--- src/rtl/seq_det_pkg.sv ---
// seq_det shared types: FSM state encoding and its width.
package seq_det_pkg;

   localparam int ST_W = 2;

   typedef enum logic [ST_W-1:0] {
      ST_IDLE   = 2'd0,
      ST_SEARCH = 2'd1,
      ST_MATCH  = 2'd2,
      ST_HOLD   = 2'd3
   } state_e;

endpackage

--- src/rtl/seq_det_if.sv ---
// seq_det symbol stream: valid-qualified symbols, no ready (the detector never stalls).
interface seq_det_if
   import seq_det_pkg::*;
#(
   parameter int SYM_W = 2
) ();

   logic             in_valid;
   logic [SYM_W-1:0] in_sym;

   modport master (output in_valid, output in_sym);
   modport slave  (input  in_valid, input  in_sym);

endinterface

--- src/rtl/seq_det_window.sv ---
// seq_det_window: last-PAT_LEN symbol history, fill counter and pattern compare.
// hit is combinational on the accepted symbol; history/fill update on the same edge.
module seq_det_window
   import seq_det_pkg::*;
#(
   parameter int SYM_W   = 2,
   parameter int PAT_LEN = 4
) (
   input  logic                     clk,
   input  logic                     reset,
   input  logic                     accept,
   input  logic [SYM_W-1:0]         in_sym,
   input  logic [SYM_W*PAT_LEN-1:0] pattern,
   input  logic [PAT_LEN-1:0]       mask,
   input  logic                     clr_fill,
   input  logic                     restart,
   output logic                     hit
);

   localparam int HIST_W = SYM_W * PAT_LEN;
   localparam int FILL_W = $clog2(PAT_LEN + 1);

   logic [HIST_W-1:0] hist_q, hist_d, cand;
   logic [FILL_W-1:0] fill_q, fill_d;
   logic              eq;

   // Slot 0 (LSBs) is the oldest symbol; the new symbol enters the top slot.
   always_comb begin
      cand = {in_sym, hist_q[HIST_W-1:SYM_W]};
      eq   = 1'b1;
      for (int k = 0; k < PAT_LEN; k++) begin
         if (!mask[k] && (cand[k*SYM_W +: SYM_W] != pattern[k*SYM_W +: SYM_W]))
            eq = 1'b0;
      end
      hit = accept && (fill_q >= FILL_W'(PAT_LEN - 1)) && eq;
   end

   always_comb begin
      hist_d = accept ? cand : hist_q;
      fill_d = fill_q;
      if (clr_fill)
         fill_d = '0;
      else if (accept) begin
         if (restart)
            fill_d = '0;
         else if (fill_q != FILL_W'(PAT_LEN))
            fill_d = fill_q + FILL_W'(1);
      end
   end

   always_ff @(posedge clk or posedge reset) begin
      if (reset) begin
         hist_q <= '0;
         fill_q <= '0;
      end else begin
         hist_q <= hist_d;
         fill_q <= fill_d;
      end
   end

endmodule

--- src/rtl/seq_det.sv ---
// seq_det: programmable Moore sequence detector; define SEQ_DET_MASK_EN for a per-slot don't-care mask.
// match is registered one cycle after the completing symbol; the input stream is never stalled.
module seq_det
   import seq_det_pkg::*;
#(
   parameter int SYM_W   = 2,
   parameter int PAT_LEN = 4,
   parameter int CNT_W   = 8
) (
   input  logic                     clk,
   input  logic                     reset,
   input  logic                     cfg_we,
   input  logic [SYM_W*PAT_LEN-1:0] cfg_pattern,
   input  logic                     cfg_overlap,
   input  logic                     cfg_sticky,
`ifdef SEQ_DET_MASK_EN
   input  logic [PAT_LEN-1:0]       cfg_mask,
`endif
   input  logic                     arm,
   input  logic                     disarm,
   input  logic                     clear,
   seq_det_if.slave                 sin,
   output logic                     match,
   output logic [CNT_W-1:0]         match_cnt,
   output logic [ST_W-1:0]          state
);

   localparam logic [CNT_W-1:0] CNT_MAX = '1;

   state_e                   state_q, state_d;
   logic                     match_q, match_d;
   logic [CNT_W-1:0]         cnt_q, cnt_d;
   logic [SYM_W*PAT_LEN-1:0] pat_q, pat_d;
   logic                     ovl_q, ovl_d;
   logic                     sticky_q, sticky_d;
   logic [PAT_LEN-1:0]       mask_w;
   logic                     accept, hit, hit_take, clr_fill, restart, cfg_load;

`ifdef SEQ_DET_MASK_EN
   logic [PAT_LEN-1:0] mask_q, mask_d;

   always_comb begin
      mask_d = mask_q;
      if (cfg_load)
         mask_d = cfg_mask;
   end

   always_ff @(posedge clk or posedge reset) begin
      if (reset) mask_q <= '0;
      else       mask_q <= mask_d;
   end

   assign mask_w = mask_q;
`else
   assign mask_w = '0;
`endif

   // disarm outranks clear, which outranks a hit; a suppressed hit neither counts nor restarts the window.
   always_comb begin
      accept   = sin.in_valid && (state_q != ST_IDLE);
      cfg_load = cfg_we && (state_q == ST_IDLE);
      clr_fill = arm && !disarm && (state_q == ST_IDLE);
      hit_take = hit && !disarm && !clear;
      restart  = hit_take && !ovl_q;
   end

   always_comb begin
      pat_d    = pat_q;
      ovl_d    = ovl_q;
      sticky_d = sticky_q;
      if (cfg_load) begin
         pat_d    = cfg_pattern;
         ovl_d    = cfg_overlap;
         sticky_d = cfg_sticky;
      end
   end

   always_comb begin
      state_d = state_q;
      cnt_d   = cnt_q;
      if (disarm)
         state_d = ST_IDLE;
      else begin
         if (clear)
            cnt_d = '0;
         else if (hit_take && (cnt_q != CNT_MAX))
            cnt_d = cnt_q + CNT_W'(1);
         case (state_q)
            ST_IDLE:   if (arm) state_d = ST_SEARCH;
            ST_SEARCH,
            ST_MATCH: begin
               if (hit_take) state_d = sticky_q ? ST_HOLD : ST_MATCH;
               else          state_d = ST_SEARCH;
            end
            ST_HOLD:   if (clear) state_d = ST_SEARCH;
            default:   state_d = ST_IDLE;
         endcase
      end
      match_d = (state_d == ST_MATCH) || (state_d == ST_HOLD);
   end

   always_ff @(posedge clk or posedge reset) begin
      if (reset) begin
         state_q  <= ST_IDLE;
         match_q  <= 1'b0;
         cnt_q    <= '0;
         pat_q    <= '0;
         ovl_q    <= 1'b0;
         sticky_q <= 1'b0;
      end else begin
         state_q  <= state_d;
         match_q  <= match_d;
         cnt_q    <= cnt_d;
         pat_q    <= pat_d;
         ovl_q    <= ovl_d;
         sticky_q <= sticky_d;
      end
   end

   seq_det_window #(
      .SYM_W   (SYM_W),
      .PAT_LEN (PAT_LEN)
   ) u_win (
      .clk      (clk),
      .reset    (reset),
      .accept   (accept),
      .in_sym   (sin.in_sym),
      .pattern  (pat_q),
      .mask     (mask_w),
      .clr_fill (clr_fill),
      .restart  (restart),
      .hit      (hit)
   );

   assign match     = match_q;
   assign match_cnt = cnt_q;
   assign state     = state_q;

endmodule

--- src/flat_wrapper.sv ---
// flat-port wrapper written by rule: the top's interface ports become plain ports
module seq_det_flat import seq_det_pkg::*;
#(
   parameter int SYM_W   = 2,
   parameter int PAT_LEN = 4,
   parameter int CNT_W   = 8
)
  (clk, reset, cfg_we, cfg_pattern, cfg_overlap, cfg_sticky, arm, disarm, clear, match, match_cnt, state, sin_in_valid, sin_in_sym);
  seq_det_if #(.SYM_W(SYM_W)) sin_i ();
  input  logic clk;
  input  logic reset;
  input  logic cfg_we;
  input  logic [SYM_W*PAT_LEN-1:0] cfg_pattern;
  input  logic cfg_overlap;
  input  logic cfg_sticky;
  input  logic arm;
  input  logic disarm;
  input  logic clear;
  output logic match;
  output logic [CNT_W-1:0] match_cnt;
  output logic [ST_W-1:0] state;
  input wire logic [$bits(sin_i.in_valid)-1:0] sin_in_valid;
  input wire logic [$bits(sin_i.in_sym)-1:0] sin_in_sym;
  assign sin_i.in_valid = sin_in_valid;
  assign sin_i.in_sym = sin_in_sym;
  seq_det #(.SYM_W(SYM_W), .PAT_LEN(PAT_LEN), .CNT_W(CNT_W)) u_core (.clk(clk), .reset(reset), .cfg_we(cfg_we), .cfg_pattern(cfg_pattern), .cfg_overlap(cfg_overlap), .cfg_sticky(cfg_sticky), .arm(arm), .disarm(disarm), .clear(clear), .sin(sin_i), .match(match), .match_cnt(match_cnt), .state(state));
endmodule
--- config.mk ---
export PLATFORM = sky130hd
export DESIGN_NAME = seq_det_flat
export DESIGN_NICKNAME = d
export VERILOG_FILES = /design/src/rtl/seq_det_pkg.sv /design/src/rtl/seq_det_if.sv /design/src/rtl/seq_det_window.sv /design/src/rtl/seq_det.sv /design/src/flat_wrapper.sv
export SDC_FILE = /design/constraint.sdc
export NUM_CORES = 1
export LEC_CHECK = 0
export ABC_AREA = 1
export BUFFER_PORTS_ARGS = -buffer_cell sky130_fd_sc_hd__buf_2
export CORE_UTILIZATION = 59
export DETAILED_ROUTE_END_ITERATION = 7
export GPL_TIMING_DRIVEN = 0
export PLACE_DENSITY = 0.92
export SETUP_SLACK_MARGIN = 0.05
export SLEW_MARGIN = 20
export SYNTH_ARGS = -nofsm -noshare
export SYNTH_HDL_FRONTEND = slang
export SYNTH_HIERARCHICAL = 1
export SYNTH_SLANG_ARGS = --single-unit
--- constraint.sdc ---
create_clock -name clk -period 2.9 [get_ports clk]
set_input_delay 0.145 -clock clk [delete_from_list [all_inputs] [get_ports clk]]
set_output_delay 0.145 -clock clk [all_outputs]
set_load 0.01 [all_outputs]
==> impl_metrics.json <==
{
  "clk_pin_slew_worst_paths_ns": 0.10,
  "ios": 30,
  "root_buffer": "clkbuf_4",
  "cp-end-kind": "register",
  "cts_buffer_depth": 2,
  "cts_made_buffers": 5,
  "rsz0062_at_grt": "no",
  "globalRouteTotalUtil_pct": 24.2,
  "fin_hold_ws_ns": 0.0401,
  "hold_viol": 0,
  "cp_max_fo": 5,
  "core_area_sq_um": 2730,
  "p_switching_mw": 0.517,
  "dieArea_sq_um": 3090,
  "yosysUniqueCellTypes": 24,
  "cts_resized": 0,
  "met3_usage_pct": 7.03,
  "cp.required_ns": 3.14,
  "timing.rr.end": "u_core/u_win/fill_q[2]",
  "fin_crit_sh_pct": 83.2,
  "final_max_slew_viol_count": 0,
  "pwr-share-comb_pct": 34.9,
  "r2r-start": "u_core/state[0]",
  "seq_power_share_pct": 46.6,
  "first_iter_violations": 54,
  "ys_ff_latch": 30,
  "routedWlPerCell_microns": 11.4,
  "vias": 1464,
  "worstMarginPinSlew_ns": 0.817,
  "outcome": "completed",
  "place_congestion": 0.877,
  "ir_drop_mv": 0.583,
  "syn_inst": 216,
  "whs_endpoint": "u_core/pat_q[5]",
  "p_int_mw": 0.898,
  "grt_pass1_wl_microns": 5740,
  "use_met1_pct": 30.2,
  "holdPathStages": 2,
  "nets": 281,
  "layout_min_cycle_time_ns": 2.41,
  "worst_slew_margin_rel_pct": 45.5,
  "busiest_layer": "met2",
  "dieWidth_microns": 55.5,
  "final_cell_mix": "nand2_1 (64), inv_1 (37), dfrtp_1 (30)",
  "die_y_microns": 55.5,
  "fmax_ghz": 0.415,
  "worst_clock_skew_ns": 0.00998,
  "r2r_slack_ns": 0.49,
  "vias_per_cell": 5.08,
  "synth_area_leaders": "dfrtp_1 (44%), nand2_1 (14%), inv_1 (8.2%)",
  "hold_path_class": "input port to register",
  "power.density_nw_per_um2": 723,
  "overflow": 0,
  "cts_num_sinks": 30,
  "synth_warnings": 6,
  "cap_violations": 0,
  "ys_seq_area_share_pct": 44.4,
  "syn_to_final_growth_pct": 15.7,
  "synth.top_cell.area_share_pct": 44.4,
  "worstHoldStart": "cfg_pattern[5]",
  "dr.pass1.iters": 4,
  "h-tree-depth": 2,
  "syn_area_sq_um": 1690,
  "final_common_cell": "nand2_1",
  "initial_core_util_pct": 61.9,
  "setup_viol_count_final": 0,
  "reg2reg_depth": 15,
  "grt_pass1_vias": 1354,
  "grtUsageMet2_pct": 39.1,
  "grt_max_degree": 22,
  "drive_above_1_share_pct": 22.6,
  "final_antenna_net_count": 0,
  "cts_tree": "done",
  "drc_errors": 0,
  "io_buffers": 29,
  "critical_path_class": "register to register",
  "syn_area_per_cell_sq_um": 7.83,
  "routed_wirelength_microns": 3290,
  "insertion_delay_ns": 0.33,
  "leakagePower_nw": 1.04,
  "tns_ns": 0,
  "antenna_found_initial": 0,
  "num_antenna_cells": 0,
  "hpwl_microns": 2360,
  "yosys.area.top_type": "dfrtp_1",
  "p_clk_share_pct": 18.5,
  "rows": 19,
  "worstPathArrival_ns": 2.65,
  "crit_path_start_kind": "register",
  "power.share.switching_pct": 36.5
}
==> sequential cells by signal, indices dropped and copies added (netlist names) <==
register / count
u_core/match: 1
u_core/u_win/fill_q: 3
u_core/state: 2
u_core/ovl_q: 1
u_core/u_win/hist_q: 6
u_core/pat_q: 8
u_core/match_cnt: 8
u_core/sticky_q: 1
==> area by class of cell <==
cell class,instances,area (sq um)
buffer,1,7.51
clock buffer,7,55.1
clock inverter,1,5.00
fill,205,777
inverter,37,139
multi-input combinational,151,806
sequential,30,751
tap,31,38.8
timing repair buffer,30,155
==> cell usage after synthesis <==
cell      number
nand2_1       64
inv_1         37
dfrtp_1       30
nand3_1       17
nor2_1        15
mux2_2        10
o21ai_0       10
ha_1           6
a21oi_1        5
nand2_2        4
a31oi_1        2
nand2_4        2
nor2_2         2
xnor2_1        2
a21oi_2        1
buf_4          1
conb_1         1
nand3_2        1
nand4_1        1
nor3_1         1
o211ai_1       1
o21ai_1        1
o31ai_1        1
or2_2          1
==> power groups by stage <==
stage	combinational (mW)	sequential, mW	clock (mW)
after detailed placement	0.488	0.667	0
after global placement	0.463	0.661	0
after floorplan	0.379	0.651	0
after global routing	0.572	0.682	0.287
after CTS	0.494	0.659	0.271
final	0.493	0.659	0.262
==> layer usage <==
layer	wire length (microns)	vias up
li1	-	757
met1	1500	666
met2	1590	34
met3	135	7
met4	57	0
met5	0	-
==> metrics by stage <==
step / area [sq um] / power (mW) / worst slack (ns) / util, % / instances
detailed placement: 1890 / 1.16 / 0.534 / 69.0 / 279
floorplan: 1700 / 1.03 / 0.841 / - / 219
global placement: 1890 / 1.12 / 0.646 / 69.0 / 279
finish: 1960 / 1.42 / 0.489 / 71.6 / 288
CTS: 1960 / 1.42 / 0.499 / 71.6 / 288
global route: 1960 / 1.54 / 0.180 / 71.6 / 288
==> critical path, stage by stage (launching register included) <==
cell	delay [ns]
dfrtp_1	0.40
inv_1	0.08
ha_1	0.27
nor2_1	0.16
inv_1	0.11
a21oi_1	0.14
nand2_1	0.07
nor2_1	0.09
inv_1	0.05
nor2_1	0.25
nand2_1	0.12
nor2_1	0.12
inv_1	0.07
nand3_2	0.07
nand4_1	0.11
o21ai_0	0.20
==> worst max-delay path by stage <==
stage | end | slack (ns) | depth (start not counted) | start
floorplan | u_core/u_win/fill_q[1] | 0.84 | 15 | u_core/state[0]
global placement | u_core/u_win/fill_q[1] | 0.65 | 15 | u_core/state[0]
detailed placement | u_core/u_win/fill_q[2] | 0.53 | 15 | u_core/state[0]
CTS | u_core/u_win/fill_q[2] | 0.50 | 15 | u_core/state[0]
global route | u_core/u_win/fill_q[2] | 0.18 | 15 | u_core/state[0]
finish | u_core/u_win/fill_q[2] | 0.49 | 15 | u_core/state[0]
==> kinds of logic after synthesis <==
kind of cell,Yosys count,share of synthesized area (%)
compound gates,21,6.88
xor+xnor,2,1.04
fa+ha+maj,6,4.44
buf+inv,38,8.65
flops,30,44.4
mux,10,6.66
other cells,1,0.222
simple gates,108,27.7
==> repair_timing <==
item,in CTS,in global routing
hold buffers,1,0
buffers inserted,0,0
endpoints found under the hold margin,21,0
Power figures use the tool's default switching activity.
